[src/rtl/axi_rd_responder.sv]
`default_nettype none
// ============================================================================
// Module   : axi_rd_responder
// Purpose  : AXI read slave model. Queues incoming read-address requests and
//            answers each with ar_len+1 data beats whose payload is the beat
//            address. Requests are served oldest-first (ooo_en=0) or
//            newest-first (ooo_en=1) so out-of-order returns can be forced.
// Ports    : clk        - single clock, rising edge
//            rst        - synchronous active-low reset
//            ar_*       - AXI read-address channel (slave side)
//            r_*        - AXI read-data channel (slave side)
//            ooo_en     - 0: FIFO service order, 1: LIFO service order
// Revision : 1.0 - initial release
// ============================================================================
module axi_rd_responder #(
  parameter int ID_WIDTH   = 4,
  parameter int ADDR_WIDTH = 32,
  parameter int DATA_WIDTH = 64,
  parameter int RESP_WIDTH = 2,
  parameter int LEN_WIDTH  = 8,
  parameter int DEPTH      = 4,
  parameter int MAX_LEN    = 8
) (
  input  logic                  clk,
  input  logic                  rst,
  // read-address channel
  input  logic                  ar_valid,
  output logic                  ar_ready,
  input  logic [ID_WIDTH-1:0]   ar_id,
  input  logic [ADDR_WIDTH-1:0] ar_addr,
  input  logic [LEN_WIDTH-1:0]  ar_len,
  input  logic [2:0]            ar_size,
  input  logic [1:0]            ar_burst,
  // read-data channel
  output logic                  r_valid,
  input  logic                  r_ready,
  output logic [ID_WIDTH-1:0]   r_id,
  output logic [DATA_WIDTH-1:0] r_data,
  output logic [RESP_WIDTH-1:0] r_resp,
  output logic                  r_last,
  // service order select
  input  logic                  ooo_en
);

  localparam int PTR_W   = $clog2(DEPTH);
  localparam int CNT_W   = PTR_W + 1;
  localparam int ENTRY_W = ID_WIDTH + ADDR_WIDTH + LEN_WIDTH + 3 + 2;

  localparam logic [CNT_W-1:0]      C_DEPTH       = CNT_W'(DEPTH);
  localparam logic [LEN_WIDTH:0]    C_MAX_LEN     = (LEN_WIDTH + 1)'(MAX_LEN);
  localparam logic [1:0]            C_BURST_INCR  = 2'b01;
  localparam logic [1:0]            C_BURST_RSVD  = 2'b11;
  localparam logic [RESP_WIDTH-1:0] C_RESP_OKAY   = '0;
  localparam logic [RESP_WIDTH-1:0] C_RESP_SLVERR = RESP_WIDTH'(2);

  typedef enum logic [0:0] {
    IDLE  = 1'b0,
    BURST = 1'b1
  } state_t;

  // --------------------------------------------------------------------------
  // State
  // --------------------------------------------------------------------------
  state_t                state_q, state_d;

  logic [ENTRY_W-1:0]    mem_q [DEPTH];
  logic [ENTRY_W-1:0]    mem_d [DEPTH];
  logic [PTR_W-1:0]      rd_ptr_q, rd_ptr_d;
  logic [PTR_W-1:0]      wr_ptr_q, wr_ptr_d;
  logic [CNT_W-1:0]      count_q, count_d;

  // registers of the burst currently being returned
  logic [ID_WIDTH-1:0]   id_q, id_d;
  logic [ADDR_WIDTH-1:0] addr_q, addr_d;
  logic [LEN_WIDTH-1:0]  len_q, len_d;
  logic [2:0]            size_q, size_d;
  logic [1:0]            burst_q, burst_d;
  logic                  err_q, err_d;
  logic [LEN_WIDTH-1:0]  beat_q, beat_d;

  // --------------------------------------------------------------------------
  // Pop-side entry selection
  // --------------------------------------------------------------------------
  logic [PTR_W-1:0]      wr_ptr_m1;
  logic [ENTRY_W-1:0]    pop_entry;
  logic [ID_WIDTH-1:0]   pop_id;
  logic [ADDR_WIDTH-1:0] pop_addr;
  logic [LEN_WIDTH-1:0]  pop_len;
  logic [2:0]            pop_size;
  logic [1:0]            pop_burst;
  logic                  pop_err;

  logic                  do_push;
  logic                  do_pop;

  assign wr_ptr_m1 = wr_ptr_q - PTR_W'(1);
  assign pop_entry = ooo_en ? mem_q[wr_ptr_m1] : mem_q[rd_ptr_q];
  assign {pop_id, pop_addr, pop_len, pop_size, pop_burst} = pop_entry;

  // Error is decided once per burst; the full beat count is still returned.
  assign pop_err = (pop_burst == C_BURST_RSVD) ||
                   (({1'b0, pop_len} + (LEN_WIDTH + 1)'(1)) > C_MAX_LEN);

  // A LIFO pop moves wr_ptr backwards, so a push in the same cycle would
  // collide on the write pointer; the address channel is closed instead.
  assign ar_ready = (count_q < C_DEPTH) &&
                    !((state_q == IDLE) && (count_q != '0) && ooo_en);

  assign do_push = ar_valid && ar_ready;
  assign do_pop  = (state_q == IDLE) && (count_q != '0);

  // --------------------------------------------------------------------------
  // Next-state logic
  // --------------------------------------------------------------------------
  always_comb begin
    state_d  = state_q;
    mem_d    = mem_q;
    rd_ptr_d = rd_ptr_q;
    wr_ptr_d = wr_ptr_q;
    count_d  = count_q;
    id_d     = id_q;
    addr_d   = addr_q;
    len_d    = len_q;
    size_d   = size_q;
    burst_d  = burst_q;
    err_d    = err_q;
    beat_d   = beat_q;

    if (do_push) begin
      mem_d[wr_ptr_q] = {ar_id, ar_addr, ar_len, ar_size, ar_burst};
    end

    case (state_q)
      IDLE: begin
        if (do_pop) begin
          id_d    = pop_id;
          addr_d  = pop_addr;
          len_d   = pop_len;
          size_d  = pop_size;
          burst_d = pop_burst;
          err_d   = pop_err;
          beat_d  = '0;
          state_d = BURST;
        end
      end
      BURST: begin
        if (r_ready) begin
          if (beat_q == len_q) begin
            state_d = IDLE;
          end else begin
            beat_d = beat_q + LEN_WIDTH'(1);
          end
        end
      end
      default: state_d = IDLE;
    endcase

    // Pointer bookkeeping: FIFO pops advance rd_ptr, LIFO pops retreat wr_ptr.
    if (do_pop && ooo_en) begin
      wr_ptr_d = wr_ptr_m1;
    end else if (do_push) begin
      wr_ptr_d = wr_ptr_q + PTR_W'(1);
    end
    if (do_pop && !ooo_en) begin
      rd_ptr_d = rd_ptr_q + PTR_W'(1);
    end

    case ({do_push, do_pop})
      2'b10:   count_d = count_q + CNT_W'(1);
      2'b01:   count_d = count_q - CNT_W'(1);
      default: count_d = count_q;
    endcase
  end

  // --------------------------------------------------------------------------
  // Registers
  // --------------------------------------------------------------------------
  always_ff @(posedge clk) begin
    if (!rst) begin
      state_q  <= IDLE;
      rd_ptr_q <= '0;
      wr_ptr_q <= '0;
      count_q  <= '0;
      id_q     <= '0;
      addr_q   <= '0;
      len_q    <= '0;
      size_q   <= '0;
      burst_q  <= '0;
      err_q    <= 1'b0;
      beat_q   <= '0;
    end else begin
      state_q  <= state_d;
      rd_ptr_q <= rd_ptr_d;
      wr_ptr_q <= wr_ptr_d;
      count_q  <= count_d;
      id_q     <= id_d;
      addr_q   <= addr_d;
      len_q    <= len_d;
      size_q   <= size_d;
      burst_q  <= burst_d;
      err_q    <= err_d;
      beat_q   <= beat_d;
    end
  end

  // Queue storage carries no reset: an entry is only read while count says
  // it is valid, and reset clears count.
  always_ff @(posedge clk) begin
    mem_q <= mem_d;
  end

  // --------------------------------------------------------------------------
  // Read-data outputs (all zero while no beat is offered)
  // --------------------------------------------------------------------------
  logic [ADDR_WIDTH-1:0] beat_offs;
  logic [ADDR_WIDTH-1:0] beat_addr;

  assign beat_offs = ADDR_WIDTH'(beat_q) << size_q;
  // Only INCR advances; FIXED, WRAP and the reserved encoding repeat ar_addr.
  assign beat_addr = (burst_q == C_BURST_INCR) ? (addr_q + beat_offs) : addr_q;

  assign r_valid = (state_q == BURST);
  assign r_id    = r_valid ? id_q : '0;
  assign r_data  = r_valid ? DATA_WIDTH'(beat_addr) : '0;
  assign r_resp  = r_valid ? (err_q ? C_RESP_SLVERR : C_RESP_OKAY) : '0;
  assign r_last  = r_valid && (beat_q == len_q);

endmodule
`default_nettype wire

[config.mk]
export PLATFORM = sky130hd
export DESIGN_NAME = axi_rd_responder
export DESIGN_NICKNAME = d
export VERILOG_FILES = /design/src/rtl/axi_rd_responder.sv
export SDC_FILE = /design/constraint.sdc
export NUM_CORES = 1
export LEC_CHECK = 0
export ABC_AREA = 1
export CAP_MARGIN = 20
export CORE_MARGIN = 2
export CORE_UTILIZATION = 35
export CTS_CLUSTER_SIZE = 8
export DETAILED_ROUTE_END_ITERATION = 16
export HOLD_SLACK_MARGIN = 0.05
export PLACE_DENSITY = 0.49
export SLEW_MARGIN = 20
export SYNTH_ARGS = -nofsm -noshare
export SYNTH_HDL_FRONTEND = slang
export SYNTH_SLANG_ARGS = --single-unit
export TNS_END_PERCENT = 1
[constraint.sdc]
create_clock -name clk -period 5.05 [get_ports clk]
set_input_delay 0.505 -clock clk [delete_from_list [all_inputs] [get_ports clk]]
set_output_delay 0.505 -clock clk [all_outputs]
set_load 0.02 [all_outputs]
## Word level (Yosys, flattened, before mapping)

Cells that the tools add are included.
Widths: inputs -> output; s select.

| storage, ports and cells | value |
|---|---|
| register bits | 262 |
| input bits | 54 |
| output and inout bits | 73 |
| logic and storage cells | 83 |

| operators by class | value |
|---|---|
| $add $sub $neg | 8 |
| $lt $le $gt $ge | 6 |
| equal/unequal tests | 8 |
| shift-type cells | 1 |
| muxes and demuxes | 26 |
| bitwise operators | 4 |
| reductions and logical operators | 15 |

Operator list:

| kind | number |
|---|---|
| $mux 49 | 6 |
| $bmux 49 s2 | 2 |
| $bwmux 196 | 1 |
| $demux 49 s2 | 1 |
| $mux 32 | 2 |
| $add 32x32->32 | 1 |
| $shl 8x3->32 | 1 |
| $mux 8 | 3 |
| $pmux 8 s2 | 1 |
| $add 8x1->9 const B | 1 |
| $ge 3x3->1 const B | 3 |
| $gt 9x4->1 const B | 1 |
| $not 2->3 | 3 |
| $add 8x1->8 const B | 1 |
| $eq 8x8->1 | 1 |
| $mux 2 | 4 |
| $logic_and 1x1->1 | 7 |
| $ne 2x2->1 const B | 3 |
| $pmux 3 s2 | 1 |
| $add 2x1->2 const B | 2 |
| $eq 2x1->1 const B | 2 |
| $eq 2x2->1 const B | 2 |
| $mux 4 | 1 |
| $reduce_bool 2->1 | 2 |
| 13 further kinds | 16 |

## Longest topological paths before layout

| logic depth | value |
|---|---|
| word-level depth | 9 |
| depth in mapped cells | 20 |
| gate-level depth less buffers | 20 |

## Worst setup path before layout

Ideal clock, no wire load.

| timing path | value |
|---|---|
| path type | reg2reg |
| start point | register state_q (netlist: r_valid) |
| end point | register mem_q[0] in the netlist's numbering (enable) |
| arrival time | 3.428 ns |
| required time | 4.594 ns |
| slack | 1.166 ns |
| cell stages (with the launch flop) | 7 |
| period minus slack after synthesis | 3.884 ns |
| path through | dfxtp_1 inv_2 nand2_2 nor2_4 nor2_1 nand2_1 nor2_1 |

| between the ends | value |
|---|---|
| cells in the longest elaborated chain, start to end | 6 |

RTL lines:

| element | RTL line | source |
|---|---|---|
| start, declared | 64 | `state_t state_q, state_d;` |
| start signal, assigned | 192 | `state_q <= state_d;` |
| $not 1->1 (no line) | - |  |
| $logic_and 1x1->1 (2 in series) | 107 | `!((state_q == IDLE) && (count_q != '0) && ooo_en);` |
| $logic_not 1->1 | 107 |  |
| $logic_and 1x1->1 | 106 | `assign ar_ready = (count_q < C_DEPTH) &&` |
| named net ar_ready | 28 | `output logic ar_ready,` |
| $logic_and 1x1->1 | 109 | `assign do_push = ar_valid && ar_ready;` |
| end signal, assigned | 209 | `mem_q <= mem_d;` |
| end, declared | 66 | `logic [ENTRY_W-1:0] mem_q [DEPTH];` |

The timed path passes the listed nets, and every way through them passes these cells.
A chain may end at the register's enable or synchronous reset.

## Final worst setup path

| timing path | value |
|---|---|
| start point | register size_q[2] |
| end point | output port r_data[23] |

| between the ends | value |
|---|---|
| cells in the longest elaborated chain, start to end | 4 |

RTL lines:

| element | RTL line | source |
|---|---|---|
| start, declared | 76 | `logic [2:0] size_q, size_d;` |
| start signal, assigned | 199 | `size_q <= size_d;` |
| $shl 8x3->32 | 218 | `assign beat_offs = ADDR_WIDTH'(beat_q) << size_q;` |
| $add 32x32->32 | 220 | `assign beat_addr = (burst_q == C_BURST_INCR) ? (addr_q + beat_offs) : addr_q;` |
| $mux 32 | 220 |  |
| $mux 32 | 224 | `assign r_data = r_valid ? DATA_WIDTH'(beat_addr) : '0;` |
| end, declared | 38 | `output logic [DATA_WIDTH-1:0] r_data,` |

Every way passes these cells.

==> reports/results.tsv <==
stage	metric	value	unit
run_status	status	finished, final reports clean	
clock_network	Clock Sinks	262	
detailed_routing	M1 WL	21400	microns
synth	Synth Instances	1756	
finish	NumNets Final	1883	
critical_path	crit path DAT	4.35	ns
timing	Final Hold Fails	0	
synth	post-synthesis simple-gate area fraction	20.7	%
detailed_routing	Routed WL	46100	microns
synth	EDFF count, synth	196	
synth	syn avg cell area	8.30	sq um
detailed_routing	Avg WL per Cell	19.5	microns
critical_path	CP Launch Type	flip-flop	
critical_path	Crit Path Category	flip-flop to output port	
clock_network	CTS H-Tree Depth	2	
synth	Yosys reg bits	262	
clock_network	TritonCTS clock tree	built	
clock_network	post_cts resized	0	
pwr	Pwr Density	572	mW/mm^2
synth	xor/xnor share of the synthesized area	0.841	%
grt	first-pass GRT wire length	69900	microns
clock_network	post-CTS setup buffers	0	
finish	commonest non-fill, non-tap cell in the layout	nand2_1	
synth	main combinational cell family by area after synthesis	simple AND/OR/NAND/NOR gates	
floorplan	die width	208	microns
place	IO buf count	93	
place	Place WS	0.818	ns
synth	Yosys cell types	51	
critical_path	Cell Chain, Critical Path	clkinv_1 -> nor4_1 -> ha_1 -> a21oi_1 -> o21ai_0 -> a21oi_1 -> nand2_4 -> nand3_1 -> nand2_1 -> nor2_1 -> clkdlybuf4s50_1	
timing	Final TNS setup	0	ns
place	post-detail-place hpwl	28800	microns
critical_path	CP Capture Type	output port	
pwr	Peak VDD IR	0.286	mV
finish	commonest cells after routing, fill and taps aside	nand2_1 (329), nor2_1 (234), o21ai_0 (200), edfxtp_1 (196), inv_1 (154)	
finish	ratio of cells with drive above 1 in the final layout	7.03	%
clock_network	Reg clk slew, reported paths	0.05	ns
grt	GRT Total Usage	20.9	%
timing	RSZ-0062 raised after global routing	no	
timing	final setup fails	0	
detailed_routing	Via density	5.23	
synth	Seq/Total Area, Yosys	49.4	%
detailed_routing	Top Layer Used	met4	
floorplan	Die ar.	0.0433	sq mm
critical_path	worst flop-to-flop path startpoint	wr_ptr_q[0]$_SDFFE_PN0P_	
grt	largest net degree at the start of global routing	92	
floorplan	Placeable Area	0.0410	sq mm
clock_network	Root Buffer	clkbuf_16	
finish	Inserted Diodes	0	
clock_network	clock latency on the worst-skew pair	0.54	ns
detailed_routing	Initial DRT Pass Iterations	5	
critical_path	largest delay contributor family on the critical path	simple AND/OR/NAND/NOR gates	
critical_path	CP most frequent cell	a21oi_1	
critical_path	WP data required	4.55	ns
finish	P&R area growth vs syn	15.1	%
floorplan	row count	74	
floorplan	chip height	208	microns
detailed_routing	remaining antenna violation count	0	
timing	Setup Skew	0.0218	ns
synth	top_reg_cell synth	edfxtp_1	
grt	number of antenna violations at the first check in global routing	0	
synth	adder-cell share of the synthesized area	2.08	%
synth	Post-synth ARST share	0	%
timing	worst slew pin tran	1.08	ns
finish	FILL cells	4133	
detailed_routing	met3 wire length	2880	microns
critical_path	Max stage delay on crit path	0.68	ns
synth	post-synthesis cell area	0.0146	sq mm
clock_network	cts bufs inserted	38	
grt	vias in the first global route	11655	
hold_path	min-delay src	count_q[2]$_SDFFE_PN0P_	
grt	Congestion Overflow GR	0	
critical_path	crit path from	size_q[2]$_SDFFE_PN0P_	
floorplan	Initial Util	35.5	%
floorplan	IO Count	127	
timing	post-route setup slack	0.191	ns
critical_path	CP max stage cell	nor4_1	
timing	minimum clock period	4.86	ns
synth	mux share of post-synthesis cell area	0.206	%
timing	period utilization	96.2	%
flow_run	MaxCap Viol Count	0	
detailed_routing	met2 wire length	21000	microns
detailed_routing	DRT iter0 DRCs	862	
place	GP Congestion	0.884	
timing	Max transition margin	27.9	%
pwr	Leak Pwr	0.00661	uW
hold_path	Hold WC Path Type	flip-flop to flip-flop	
detailed_routing	Via Count	12370	
clock_network	Max Buffers Root-to-Sink	3	
critical_path	CP Buf/Inv Count	2	
place	placed cell area	0.0157	sq mm
critical_path	worst-path fanout max	11	
timing	Achievable Freq	206	MHz
timing	Final Slew Violations	0	
synth	Compound-Gate Fraction of Synth Area	16.7	%
synth	synth warn	0	
finish	Finished Cell Area	0.0168	sq mm
detailed_routing	Residual DRC	0	
clock_network	Post-CTS Hold Fix Bufs	0	
==> worst register-to-register path, delay by kind of cell, from the launching register on <==
kind                       cells  cell delay (ns)
adders and majority gates      1             0.28
buffers and inverters          3             1.19
DFF                            1             0.58
and+or+nand+nor                1             0.53
==> synthesized netlist by cell type, types with 5 or more instances <==
cell type	count	area, sq um
nand2_1	329	1230
inv_2	14	52.6
nor2_2	5	31.3
nand3_2	5	50.1
xor2_1	9	78.8
o21ai_0	200	1000
buf_4	47	353
clkbuf_1	34	128
o21ai_1	53	265
ha_1	21	263
a22o_1	5	43.8
nor2_1	238	893
nand2_2	7	43.8
o211ai_2	10	125
o22ai_1	60	375
edfxtp_1	196	5890
buf_2	34	170
a21oi_1	85	425
nand3_1	82	410
dfxtp_1	66	1320
nor3_1	7	35.0
nor4_1	5	31.3
o211ai_1	13	97.6
buf_6	11	124
nand4_1	11	68.8
inv_1	154	578
xnor2_1	5	43.8
==> sequential cells by signal, summed over array words and instances, names as in the netlist <==
register,count
mem_q,196
addr_q,32
beat_q,8
len_q,8
id_q,4
count_q,3
size_q,3
burst_q,2
rd_ptr_q,2
wr_ptr_q,2
err_q,1
r_valid,1
==> cells by family after synthesis <==
kind of cell    Yosys count
xor+xnor                 14
simple gates            709
buf+inv                 304
compound gates          440
other cells               1
fa+ha+maj                23
flops                   262
mux                       3
==> layout make-up <==
class	count	area, sq um	area share [%]
flip-flops and latches	262	7210	43.0
multi-input cells	1222	6070	36.2
repair buffers	108	1080	6.41
clock buffers	66	1060	6.29
inverters	174	668	3.98
well taps	532	666	3.97
clock inverters	3	33.8	0.201
==> per-layer routing <==
layer / vias up / track usage (%)
li1: 5994 / -
met1: 5836 / 29.2
met2: 478 / 34.2
met3: 62 / 2.93
met4: 0 / 5.26
met5: - / 0
==> path summary, 6_finish.rpt <==
kind                                   to  slack (ns)  depth (start not counted)
hold reg to reg   count_q[2]$_SDFFE_PN0P_        0.49                          2
hold / removal    count_q[2]$_SDFFE_PN0P_        0.49                          2
setup / recovery               r_data[23]        0.19                         11
setup reg to reg      mem_q[36]$_DFFE_PP_        2.11                          5
==> power by group <==
part / switching [uW] / internal (uW) / leakage [uW]
Combinational: 2730 / 1230 / 0.00376
Clock: 938 / 1410 / 0.000517
Sequential: 448 / 2820 / 0.00233
==> per-stage QoR <==
step	total power, uW	hold WS (ns)	instances	utilization (%)
6_report	9590	0.491	2367	40.9
5_1_grt	10200	0.526	2367	40.9
4_1_cts	9640	0.499	2367	40.9
3_5_place_dp	7260	0.487	2298	38.2
3_3_place_gp	7240	0.487	2298	38.2
2_1_floorplan	5990	0.455	1788	-
No activity file was read; power rests on OpenSTA's default activity.
